`src/rtl/lcd_pkg.sv`:
```
// Shared opcodes, FSM state type and byte helpers for the LCD fill path.
// Latency: n/a (declarations only).
// Backpressure: n/a (declarations only).
package lcd_pkg;

    localparam logic [7:0] LCD_CMD_CASET = 8'h2A;
    localparam logic [7:0] LCD_CMD_RASET = 8'h2B;
    localparam logic [7:0] LCD_CMD_RAMWR = 8'h2C;

    typedef enum logic [2:0] {
        IDLE,
        CMD,
        ARG,
        PIX,
        FINISH
    } lcd_state_t;

    // Window setup runs CASET -> RASET -> RAMWR; RAMWR is terminal.
    function automatic logic [7:0] lcd_next_cmd(input logic [7:0] cmd);
        return (cmd == LCD_CMD_CASET) ? LCD_CMD_RASET : LCD_CMD_RAMWR;
    endfunction

    // Argument bytes go out as start hi, start lo, end hi, end lo.
    function automatic logic [7:0] lcd_arg_byte(input logic [15:0] lo,
                                                input logic [15:0] hi,
                                                input logic [1:0]  idx);
        logic [7:0] b;
        case (idx)
            2'd0:    b = lo[15:8];
            2'd1:    b = lo[7:0];
            2'd2:    b = hi[15:8];
            default: b = hi[7:0];
        endcase
        return b;
    endfunction

endpackage

```
`src/rtl/lcd_fill_sequencer_if.sv`:
```
// Sequencer <-> serializer link: FWFT byte/pixel slots plus panel DC/CS.
// Latency: wires only.
// Backpressure: the serializer acknowledges each offered word with d8_read/d16_read.
// Ports: d8_empty/d8_data/d8_read     byte slot (opcodes and arguments)
//        d16_empty/d16_data/d16_read  pixel slot
//        lcd_busy                     serializer still shifting
//        lcd_dc, lcd_cs_n             panel data/command select and chip select
interface lcd_fill_sequencer_if;

    logic        d8_empty;
    logic [7:0]  d8_data;
    logic        d8_read;
    logic        d16_empty;
    logic [15:0] d16_data;
    logic        d16_read;
    logic        lcd_busy;
    logic        lcd_dc;
    logic        lcd_cs_n;

    modport master (
        output d8_empty, d8_data, d16_empty, d16_data, lcd_dc, lcd_cs_n,
        input  d8_read, d16_read, lcd_busy
    );

    modport slave (
        input  d8_empty, d8_data, d16_empty, d16_data, lcd_dc, lcd_cs_n,
        output d8_read, d16_read, lcd_busy
    );

endinterface

```
`src/rtl/lcd_word_slot.sv`:
```
// One-entry offer register shared by the 8-bit and 16-bit FWFT ports.
// Latency: fills on the edge after load, clears on the edge after a matching read.
// Backpressure: load is ignored while any word is offered; reads with no offer are ignored.
// Ports: clk, rst          clock and synchronous active-high reset
//        load, sel16, load_data  fill request, width select, word to offer
//        rd8, rd16         consumer acknowledges
//        d8_*/d16_*        offered words and their empty flags; full = either offered
module lcd_word_slot (
    input  logic        clk,
    input  logic        rst,
    input  logic        load,
    input  logic        sel16,
    input  logic [15:0] load_data,
    input  logic        rd8,
    input  logic        rd16,
    output logic        d8_empty,
    output logic [7:0]  d8_data,
    output logic        d16_empty,
    output logic [15:0] d16_data,
    output logic        full
);

    assign full = !d8_empty || !d16_empty;

    // Data registers only move on load, so they stay stable for the whole offer.
    always_ff @(posedge clk) begin
        if (rst) begin
            d8_empty  <= 1'b1;
            d16_empty <= 1'b1;
            d8_data   <= 8'h00;
            d16_data  <= 16'h0000;
        end else begin
            if (!d8_empty && rd8) begin
                d8_empty <= 1'b1;
            end
            if (!d16_empty && rd16) begin
                d16_empty <= 1'b1;
            end
            if (load && !full) begin
                if (sel16) begin
                    d16_empty <= 1'b0;
                    d16_data  <= load_data;
                end else begin
                    d8_empty <= 1'b0;
                    d8_data  <= load_data[7:0];
                end
            end
        end
    end

endmodule

```
`src/rtl/lcd_fill_sequencer.sv`:
```
// Turns a rectangle-fill request into CASET/RASET/RAMWR + pixel stream for the SPI serializer.
// Latency: busy/cs_n assert one cycle after start; done pulses one cycle after the final drain.
// Backpressure: one word in flight; each waits for its read, DC changes wait for slot empty and lcd_busy low.
// Ports: clk, rst                 clock and synchronous active-high reset
//        start, x0..y1, color     fill request (window inclusive), sampled when accepted
//        busy, done, err          status; err accompanies done for an inverted window
//        lcd (master)             FWFT slots, lcd_busy, lcd_dc, lcd_cs_n
module lcd_fill_sequencer
    import lcd_pkg::*;
#(
    parameter int COORD_W = 8
) (
    input  logic               clk,
    input  logic               rst,
    input  logic               start,
    input  logic [COORD_W-1:0] x0,
    input  logic [COORD_W-1:0] x1,
    input  logic [COORD_W-1:0] y0,
    input  logic [COORD_W-1:0] y1,
    input  logic [15:0]        color,
    output logic               busy,
    output logic               done,
    output logic               err,
    lcd_fill_sequencer_if.master lcd
);

    localparam logic [COORD_W:0] CNT_ONE = (COORD_W+1)'(1);

    lcd_state_t state, state_nxt;

    logic [COORD_W-1:0] x0_q, x1_q, y0_q, y1_q;
    logic [15:0]        color_q;
    logic [7:0]         op_q;
    logic [1:0]         arg_idx;
    logic               issued;
    // One bit wider than the coordinates so a full 0..2^COORD_W-1 span never wraps.
    logic [COORD_W:0]   col_q, row_q;
    logic               dc_q, cs_n_q;

    logic        slot_full, slot_load, slot_sel16;
    logic [15:0] slot_din;
    logic        win_ok, drained, dc_ok, taken, last_pix;
    logic        accept, reject, fin, dc_set, dc_clr, word_done;
    logic [15:0] win_lo, win_hi;

    assign lcd.lcd_dc   = dc_q;
    assign lcd.lcd_cs_n = cs_n_q;

    assign win_ok   = (x1 >= x0) && (y1 >= y0);
    assign drained  = !slot_full && !lcd.lcd_busy;
    // A data word may follow another data word without waiting for the shifter;
    // only a DC flip needs the full drain.
    assign dc_ok    = !slot_full && (dc_q || !lcd.lcd_busy);
    // issued is set on the load edge, so the slot is full by the time issued is
    // seen; an empty slot afterwards means the serializer took the word.
    assign taken    = issued && !slot_full;
    assign last_pix = (col_q == {1'b0, x1_q}) && (row_q == {1'b0, y1_q});
    assign win_lo   = (op_q == LCD_CMD_CASET) ? 16'(x0_q) : 16'(y0_q);
    assign win_hi   = (op_q == LCD_CMD_CASET) ? 16'(x1_q) : 16'(y1_q);

    lcd_word_slot u_slot (
        .clk       (clk),
        .rst       (rst),
        .load      (slot_load),
        .sel16     (slot_sel16),
        .load_data (slot_din),
        .rd8       (lcd.d8_read),
        .rd16      (lcd.d16_read),
        .d8_empty  (lcd.d8_empty),
        .d8_data   (lcd.d8_data),
        .d16_empty (lcd.d16_empty),
        .d16_data  (lcd.d16_data),
        .full      (slot_full)
    );

    always_ff @(posedge clk) begin
        if (rst) begin
            state <= IDLE;
        end else begin
            state <= state_nxt;
        end
    end

    always_comb begin
        state_nxt = state;
        case (state)
            IDLE:    if (start && win_ok) state_nxt = CMD;
            // The opcode must be fully shifted before DC flips to data.
            CMD:     if (issued && drained)
                         state_nxt = (op_q == LCD_CMD_RAMWR) ? PIX : ARG;
            ARG:     if (taken && (arg_idx == 2'd3)) state_nxt = CMD;
            PIX:     if (taken && last_pix) state_nxt = FINISH;
            FINISH:  if (drained) state_nxt = IDLE;
            default: state_nxt = IDLE;
        endcase
    end

    always_comb begin
        accept     = 1'b0;
        reject     = 1'b0;
        fin        = 1'b0;
        slot_load  = 1'b0;
        slot_sel16 = 1'b0;
        slot_din   = 16'h0000;
        dc_set     = 1'b0;
        dc_clr     = 1'b0;
        word_done  = 1'b0;
        case (state)
            IDLE: begin
                accept = start && win_ok;
                reject = start && !win_ok;
            end
            CMD: begin
                if (!issued && drained) begin
                    slot_load = 1'b1;
                    slot_din  = {8'h00, op_q};
                    dc_clr    = 1'b1;
                end
                word_done = issued && drained;
            end
            ARG: begin
                if (!issued && dc_ok) begin
                    slot_load = 1'b1;
                    slot_din  = {8'h00, lcd_arg_byte(win_lo, win_hi, arg_idx)};
                    dc_set    = 1'b1;
                end
                word_done = taken;
            end
            PIX: begin
                if (!issued && dc_ok) begin
                    slot_load  = 1'b1;
                    slot_sel16 = 1'b1;
                    slot_din   = color_q;
                    dc_set     = 1'b1;
                end
                word_done = taken;
            end
            FINISH: begin
                fin = drained;
            end
            default: ;
        endcase
    end

    always_ff @(posedge clk) begin
        if (rst) begin
            busy    <= 1'b0;
            done    <= 1'b0;
            err     <= 1'b0;
            dc_q    <= 1'b0;
            cs_n_q  <= 1'b1;
            issued  <= 1'b0;
            arg_idx <= 2'd0;
            op_q    <= LCD_CMD_CASET;
            x0_q    <= '0;
            x1_q    <= '0;
            y0_q    <= '0;
            y1_q    <= '0;
            color_q <= 16'h0000;
            col_q   <= '0;
            row_q   <= '0;
        end else begin
            done <= fin || reject;
            err  <= reject;

            if (accept) begin
                x0_q    <= x0;
                x1_q    <= x1;
                y0_q    <= y0;
                y1_q    <= y1;
                color_q <= color;
                col_q   <= {1'b0, x0};
                row_q   <= {1'b0, y0};
                op_q    <= LCD_CMD_CASET;
                arg_idx <= 2'd0;
                busy    <= 1'b1;
                cs_n_q  <= 1'b0;
            end

            if (slot_load) begin
                issued <= 1'b1;
            end else if (word_done) begin
                issued <= 1'b0;
            end

            if (dc_clr) begin
                dc_q <= 1'b0;
            end else if (dc_set) begin
                dc_q <= 1'b1;
            end

            if ((state == ARG) && taken) begin
                arg_idx <= arg_idx + 2'd1;
                if (arg_idx == 2'd3) begin
                    op_q <= lcd_next_cmd(op_q);
                end
            end

            // Raster walk: column x0..x1 within each row y0..y1.
            if ((state == PIX) && taken) begin
                if (col_q == {1'b0, x1_q}) begin
                    col_q <= {1'b0, x0_q};
                    row_q <= row_q + CNT_ONE;
                end else begin
                    col_q <= col_q + CNT_ONE;
                end
            end

            // Leave the panel deselected in command mode, matching reset.
            if (fin) begin
                busy   <= 1'b0;
                cs_n_q <= 1'b1;
                dc_q   <= 1'b0;
            end
        end
    end

endmodule

```
`src/flat_wrapper.sv`:
```
// flat-port wrapper written by rule: the top's interface ports become plain ports
module lcd_fill_sequencer_flat import lcd_pkg::*;
#(
    parameter int COORD_W = 8
)
  (clk, rst, start, x0, x1, y0, y1, color, busy, done, err, lcd_d8_empty, lcd_d8_data, lcd_d16_empty, lcd_d16_data, lcd_lcd_dc, lcd_lcd_cs_n, lcd_d8_read, lcd_d16_read, lcd_lcd_busy);
  lcd_fill_sequencer_if lcd_i ();
  input  logic clk;
  input  logic rst;
  input  logic start;
  input  logic [COORD_W-1:0] x0;
  input  logic [COORD_W-1:0] x1;
  input  logic [COORD_W-1:0] y0;
  input  logic [COORD_W-1:0] y1;
  input  logic [15:0] color;
  output logic busy;
  output logic done;
  output logic err;
  output wire logic [$bits(lcd_i.d8_empty)-1:0] lcd_d8_empty;
  output wire logic [$bits(lcd_i.d8_data)-1:0] lcd_d8_data;
  output wire logic [$bits(lcd_i.d16_empty)-1:0] lcd_d16_empty;
  output wire logic [$bits(lcd_i.d16_data)-1:0] lcd_d16_data;
  output wire logic [$bits(lcd_i.lcd_dc)-1:0] lcd_lcd_dc;
  output wire logic [$bits(lcd_i.lcd_cs_n)-1:0] lcd_lcd_cs_n;
  input wire logic [$bits(lcd_i.d8_read)-1:0] lcd_d8_read;
  input wire logic [$bits(lcd_i.d16_read)-1:0] lcd_d16_read;
  input wire logic [$bits(lcd_i.lcd_busy)-1:0] lcd_lcd_busy;
  assign lcd_d8_empty = lcd_i.d8_empty;
  assign lcd_d8_data = lcd_i.d8_data;
  assign lcd_d16_empty = lcd_i.d16_empty;
  assign lcd_d16_data = lcd_i.d16_data;
  assign lcd_lcd_dc = lcd_i.lcd_dc;
  assign lcd_lcd_cs_n = lcd_i.lcd_cs_n;
  assign lcd_i.d8_read = lcd_d8_read;
  assign lcd_i.d16_read = lcd_d16_read;
  assign lcd_i.lcd_busy = lcd_lcd_busy;
  lcd_fill_sequencer #(.COORD_W(COORD_W)) u_core (.clk(clk), .rst(rst), .start(start), .x0(x0), .x1(x1), .y0(y0), .y1(y1), .color(color), .busy(busy), .done(done), .err(err), .lcd(lcd_i));
endmodule
```
`config.mk`:
```
export PLATFORM = sky130hd
export DESIGN_NAME = lcd_fill_sequencer_flat
export DESIGN_NICKNAME = d
export VERILOG_FILES = /design/src/rtl/lcd_pkg.sv /design/src/rtl/lcd_fill_sequencer_if.sv /design/src/rtl/lcd_word_slot.sv /design/src/rtl/lcd_fill_sequencer.sv /design/src/flat_wrapper.sv
export SDC_FILE = /design/constraint.sdc
export NUM_CORES = 1
export LEC_CHECK = 0
export BUFFER_PORTS_ARGS = -buffer_cell sky130_fd_sc_hd__buf_2
export CORE_MARGIN = 10
export CORE_UTILIZATION = 45
export DETAILED_ROUTE_END_ITERATION = 6
export GPL_ROUTABILITY_DRIVEN = 0
export GPL_TIMING_DRIVEN = 0
export PLACE_DENSITY = 0.67
export SETUP_SLACK_MARGIN = 0.02
export SKIP_CTS_REPAIR_TIMING = 1
export SLEW_MARGIN = 10
export SYNTH_ARGS = -nofsm -noshare
export SYNTH_HDL_FRONTEND = slang
export SYNTH_SLANG_ARGS = --single-unit
```
`constraint.sdc`:
```
create_clock -name clk -period 1.9 [get_ports clk]
set_clock_uncertainty 0.1 [all_clocks]
set_input_delay 0.19 -clock clk [delete_from_list [all_inputs] [get_ports clk]]
set_output_delay 0.19 -clock clk [all_outputs]
set_load 0.005 [all_outputs]
```
Yosys cells after proc, flatten, opt, wreduce, memory -nomap -nowiden. Cells that the tools add are included.

Logic and storage cells: 123. Register bits: 111. Output and inout port bits: 31. Input bits: 54.

Reductions and logical operators: 37. Bitwise logic cells: 1. Multiplexer cells: 44. $add $sub $neg: 3. $lt $le $gt $ge: 2. Eq/ne operators: 16.

Operators with widths (number): $mux W8 (7); $mux W9 (6); $pmux W16 S3 (1); $pmux W8 S3 (1); $add A9 B1 Y9 const B (2); $eq A9 B8 Y1 (2); $mux W3 (6); $logic_and A1 B1 Y1 (17); $mux W1 (17); $eq A8 B6 Y1 const B (2); $ge A8 B8 Y1 (2); $mux W16 (1); $pmux W3 S5 (1); $ne A2 B1 Y1 const B (5); $eq A3 B2 Y1 const B (2); $logic_not A1 Y1 (6); $reduce_bool A2 Y1 (3); $reduce_and A5 Y1 (1); $eq A2 B2 Y1 const B (2); $mux W2 (2); $pmux W1 S2 (2); $reduce_and A2 Y1 (2); $reduce_or A2 Y1 (2); $eq A3 B1 Y1 const B (1); 8 further kinds (10).

Longest topological paths before layout.
Word-level depth: 9. Gate-level depth with buffers: 10.

Modules after synthesis. From an unflattened synthesis, not the netlist that was laid out.

Cells, all modules: 676. Area total of the unflattened synthesis: 5719.2 sq um.

Modules (own cells, without submodules): lcd_fill_sequencer (area each 4601.9 sq um, instances 1, cells an instance 571); lcd_word_slot (area each 1117.3 sq um, instances 1, cells an instance 105).

Least setup slack after synthesis. No wires, ideal clock.

Kind: input to register. Start point: in y0[3]. End point: reg u_core.op_q[3]. Setup slack: -0.130 ns. Buffers on the path: 1. Required time: 1.673 ns. Data arrival time: 1.803 ns. Stages: 9. Cell sequence: inv_1 ha_1 a211oi_2 o21ai_1 a221oi_2 or3_1 buf_4 nand2_1 or3_1.

Longest elaborated chain between the ends: 7.

Ends and longest elaborated chain: start: declaration (line flat_wrapper.sv:13) `input logic [COORD_W-1:0] y0;`; $ge A8 B8 Y1 * (line lcd_fill_sequencer.sv:49) `assign win_ok = (x1 >= x0) && (y1 >= y0);`; $logic_and A1 B1 Y1 * (line lcd_fill_sequencer.sv:49); $logic_and A1 B1 Y1 * (line lcd_fill_sequencer.sv:110) `accept = start && win_ok;`; $mux W1 * (line lcd_fill_sequencer.sv:108) `case (state)`; $mux W8 * (line lcd_fill_sequencer.sv:166) `if (accept) begin`; $mux W8 (line lcd_fill_sequencer.sv:194) `if (arg_idx == 2'd3) begin`; $mux W8 * (line lcd_fill_sequencer.sv:192) `if ((state == ARG) && taken) begin`; end signal: assignment (line lcd_fill_sequencer.sv:195) `op_q <= lcd_next_cmd(op_q);`; end: declaration (line lcd_fill_sequencer.sv:33) `logic [7:0] op_q;`.

Mark *: on every way between the ends. The rest lies on a longest branch, timed or not. A chain may end at the register's enable or synchronous reset.

Worst setup path after layout.
Start point: in x0[1]. End point: reg u_core.col_q[0].

Longest elaborated chain between the ends: 5.

Ends and longest elaborated chain: start: declaration (line flat_wrapper.sv:11) `input logic [COORD_W-1:0] x0;`; $ge A8 B8 Y1 (line lcd_fill_sequencer.sv:49); $logic_and A1 B1 Y1 (line lcd_fill_sequencer.sv:49); $logic_and A1 B1 Y1 (line lcd_fill_sequencer.sv:110); $mux W1 (line lcd_fill_sequencer.sv:108); $reduce_bool A2 Y1 (no source line); end signal: assignment (line lcd_fill_sequencer.sv:172) `col_q <= {1'b0, x0};`; end signal: assignment (line lcd_fill_sequencer.sv:202) `col_q <= {1'b0, x0_q};`; end signal: assignment (line lcd_fill_sequencer.sv:205) `col_q <= col_q + CNT_ONE;`; end: declaration (line lcd_fill_sequencer.sv:37) `logic [COORD_W:0] col_q, row_q;`.

No other way between the ends.

==> results.md <==
* Chip height at 129 um
* CP max FO at 6
* Synth Instances at roughly 650
* HP Start: color[8]
* Total congestion overflow at 0
* Avg Vias per Cell at 5.74
* Power share of the combinational group at around a fifth
* Max-cap violations at 0
* Post-Syn Area at about 5300 um^2
* DP Wirelength at roughly 12 mm
* Initial antenna violation count at 0
* Final setup violation count at 40
* Commonest non-fill, non-tap cell in the layout: nand2_1
* DR vias at around 5400
* Non-Filler Instances at ~940
* WP buf/inv at 4
* I/O pin count at 85
* Clock Latency Late Sink at between 300 and 400 ps
* Switch Pwr at 1.61 mW
* CTS tree: done
* Top_reg_cell synth: dfxtp_1
* Final Hold Viols at 8
* Core box area at ~12000 um^2
* CTS Buffer Depth at 2
* Synth area leaders: dfxtp_1 42%, nand2_1 11%, a21oi_1 7.8%
* Largest net degree at the start of global routing at 20
* CTS buffer count at 9
* Synth area leader: dfxtp_1
* Register-to-register setup slack at -70 ps
* Final WS setup at -85.7 ps
* Sw Ratio at 29.5%
* Nets@finish at 870
* EDFF count, synth at 0
* Synth Warn # at 0
* Startpoint types: input port
* Drt first pass iters at 5
* Initial Utilization at 46.2%
* Fin crit period at between 1500 and 2000 ps
* Worst path max stage delay at roughly 450 ps
* Diode count at 0
* H-tree Lvls at 3
* Pint at roughly 3.8 mW
* Filler cell count at 934
* Slew margin rel. at 46.2%
* Clock sinks at between 100 and 150
* Sequential-to-total area share from yosys stat at a little over two fifths
* Worst Reg-to-Reg Cells at 7
* Ratio of cells with drive above 1 in the final layout at between 30% and 40%
* Die area at around 17000 um^2
* Reg2reg start: u_core.col_q[2]
* Total Wirelength at approximately 18 mm
* Worst-Margin Slew at between 800 and 900 ps
* Final Power at around 5.5 mW
* Worst Hold Class: in -> reg
* Crit path kind: in -> reg
* Peak supply drop at just under 0.8 mV
* #FFs+latches synth at ~110
* Worst hold path depth at 3
* Slowest CP cell: a221oi_4
* Post-Syn Nets at 725
* First-pass GRT wire length at around 26 mm
* Most frequent cells in the layout: 151 x nand2_1, 99 x dfxtp_1, 78 x buf_2, 71 x a21oi_1, 30 x buf_4
* Fin Hold WS at -38.3 ps
* Crit path cell chain: buf_8 -> inv_4 -> ha_4 -> o211ai_1 -> o21ai_4 -> a221oi_4 -> or3_4 -> buf_8 -> buf_12 -> nand2_4 -> a311oi_2
* Worst reg2reg endpoint: u_core.state[0]
* Clock transition at path regs at approximately 70 ps
* Routed len/inst at about 19 um
* First DRT Iteration DRCs at roughly 460
* Clock power frac at between 30% and 40%
* Hold Path End: u_core.color_q[8]
* RSZ-0062 raised after global routing: yes
* Failing checks: negative hold slack, negative setup slack
* Power per cell area at between 700 and 800 nW/um^2
* Max-slew violation count at 0
* GRT Resource Usage Total at 19.9%
* Leak at approximately 2.8 nW
* # port buffers at 84
* # rows at 39
* Synth async-reset ratio at 0%
* CP most frequent cell: buf_8
* Area Overhead vs Synth at 38.8%
* DRT antenna net count at 0
* DRC viols at 0
* Chip Width at roughly 130 um
* Number of global-route vias before repair at between 5000 and 6000
* Nature of the critical path endpoint: flop
* Crit path DAT at between 2000 and 2500 ps
* Fmax at 0.504 GHz
* Status: finished, violations left
* Syn Area/Cell at between 8 and 9 um^2
* CTS root buffer: clkbuf_16
* Synth cell types at 57
* Post-synth top area share at 41.8%
* Sequential Power Share at 45.9%
* CP top delay family: compound AO/OA/AOI/OAI gates
* Final Cycle Share at 105%
* Dpl cells at around 900
* Data required, critical path at 2060 ps
==> final cells by class <==
cell class	count	area, um^2	share of cell area, %
multi-input combinational	486	3380	45.8
buffer	34	279	3.78
clock buffer	10	239	3.24
inverter	21	97.6	1.32
sequential	111	2250	30.4
timing repair buffer	133	912	12.4
tap	143	179	2.42
clock inverter	6	50.0	0.678
==> flip-flops by register name, indices dropped and copies added (netlist names) <==
name                     flops
u_core.color_q              16
u_core.err                   1
u_core.lcd.lcd_dc            1
u_core.x0_q                  8
u_core.y1_q                  8
u_core.op_q                  8
u_core.col_q                 9
u_core.u_slot.d16_empty      1
u_core.state                 3
u_core.x1_q                  8
u_core.y0_q                  8
u_core.busy                  1
u_core.u_slot.d8_data        8
u_core.lcd.lcd_cs_n          1
u_core.arg_idx               2
u_core.row_q                 9
u_core.done                  1
u_core.u_slot.d16_data      16
u_core.issued                1
u_core.u_slot.d8_empty       1
==> layer usage <==
layer,vias to the layer above,track usage (%),routed length (um),share of wire (%)
li1,2567,-,-,-
met1,2587,24.6,7470,41
met2,229,32.8,8750,48
met5,-,0,0,0
met4,0,5.55,407,2.3
met3,31,6.04,1460,8.1
==> per-stage QoR <==
step / worst slack, ps / instance area (um^2) / setup TNS, ps / utilization, %
after floorplan: 11.3 / 5470 / 0 / -
after global placement: -577 / 6060 / -43760 / 52.7
after detailed placement: -607 / 6060 / -46300 / 52.7
after CTS: -423 / 6350 / -19450 / 55.2
after global routing: -159 / 7380 / -6720 / 64.1
final: -85.7 / 7380 / -1090 / 64.1
==> cells by family after synthesis <==
group	count (synthesis)	share of synthesized area, %
multiplexers	20	3.86
AO/OA/AOI/OAI	162	18.8
AND/OR/NAND/NOR	258	22.2
adder cells (fa/ha/maj)	20	4.70
buffers and inverters	55	4.54
XOR/XNOR	25	4.12
flip-flops	111	41.8
==> cells in the mapped netlist (2+ instances only) <==
cell,instances
a22oi_1,9
nor2b_1,3
xnor2_1,5
a221oi_2,2
nor2_2,2
nand2b_1,4
a221o_1,2
nor3_1,6
ha_1,20
o21ai_1,2
mux2_2,4
mux2i_1,16
o211ai_1,8
or3_1,6
nand2_1,157
xor2_1,20
nand3_1,30
and3_1,3
o31ai_1,2
or2_0,2
o21ai_0,9
a21oi_1,83
inv_1,19
dfxtp_1,111
nand3b_1,2
o41ai_1,2
clkbuf_1,18
buf_6,2
a211oi_1,3
nor2_1,21
o22ai_1,8
nor4_1,2
a31oi_1,17
a21o_1,3
nor3b_1,6
o21a_1,2
or2_2,3
nor4_2,2
nand4_1,2
o2111a_1,2
buf_2,13
a311oi_1,3
==> power groups by stage <==
stage                     Clock [mW]  Combinational [mW]  Sequential [mW]
after global routing            1.96                1.18             2.52
after CTS                       1.89               0.796             2.49
final                           1.87                1.09             2.51
after floorplan                    0               0.521             2.52
after detailed placement           0               0.790             2.54
after global placement             0               0.772             2.54
==> tightest hold or removal path, delay by kind of cell <==
family	cells	cell delay [ps]
and+or+nand+nor	1	50
buffers and inverters	1	100
AOI/OAI and AO/OA	1	50
==> worst max-delay path by stage <==
| stage | slack [ps] | startpoint | cells past startpoint | to |
|---|---|---|---|---|
| global placement | -580 | x0[1] | 10 | u_core.x1_q[6] |
| finish | -90 | x0[1] | 11 | u_core.col_q[0] |
| global route | -160 | x0[1] | 11 | u_core.y1_q[5] |
| CTS | -420 | u_core.state[0] | 7 | u_core.row_q[2] |
| floorplan | 10 | y0[3] | 10 | u_core.row_q[2] |
| detailed placement | -610 | x0[1] | 10 | u_core.x1_q[6] |
No activity file was read; power rests on OpenSTA's default activity.
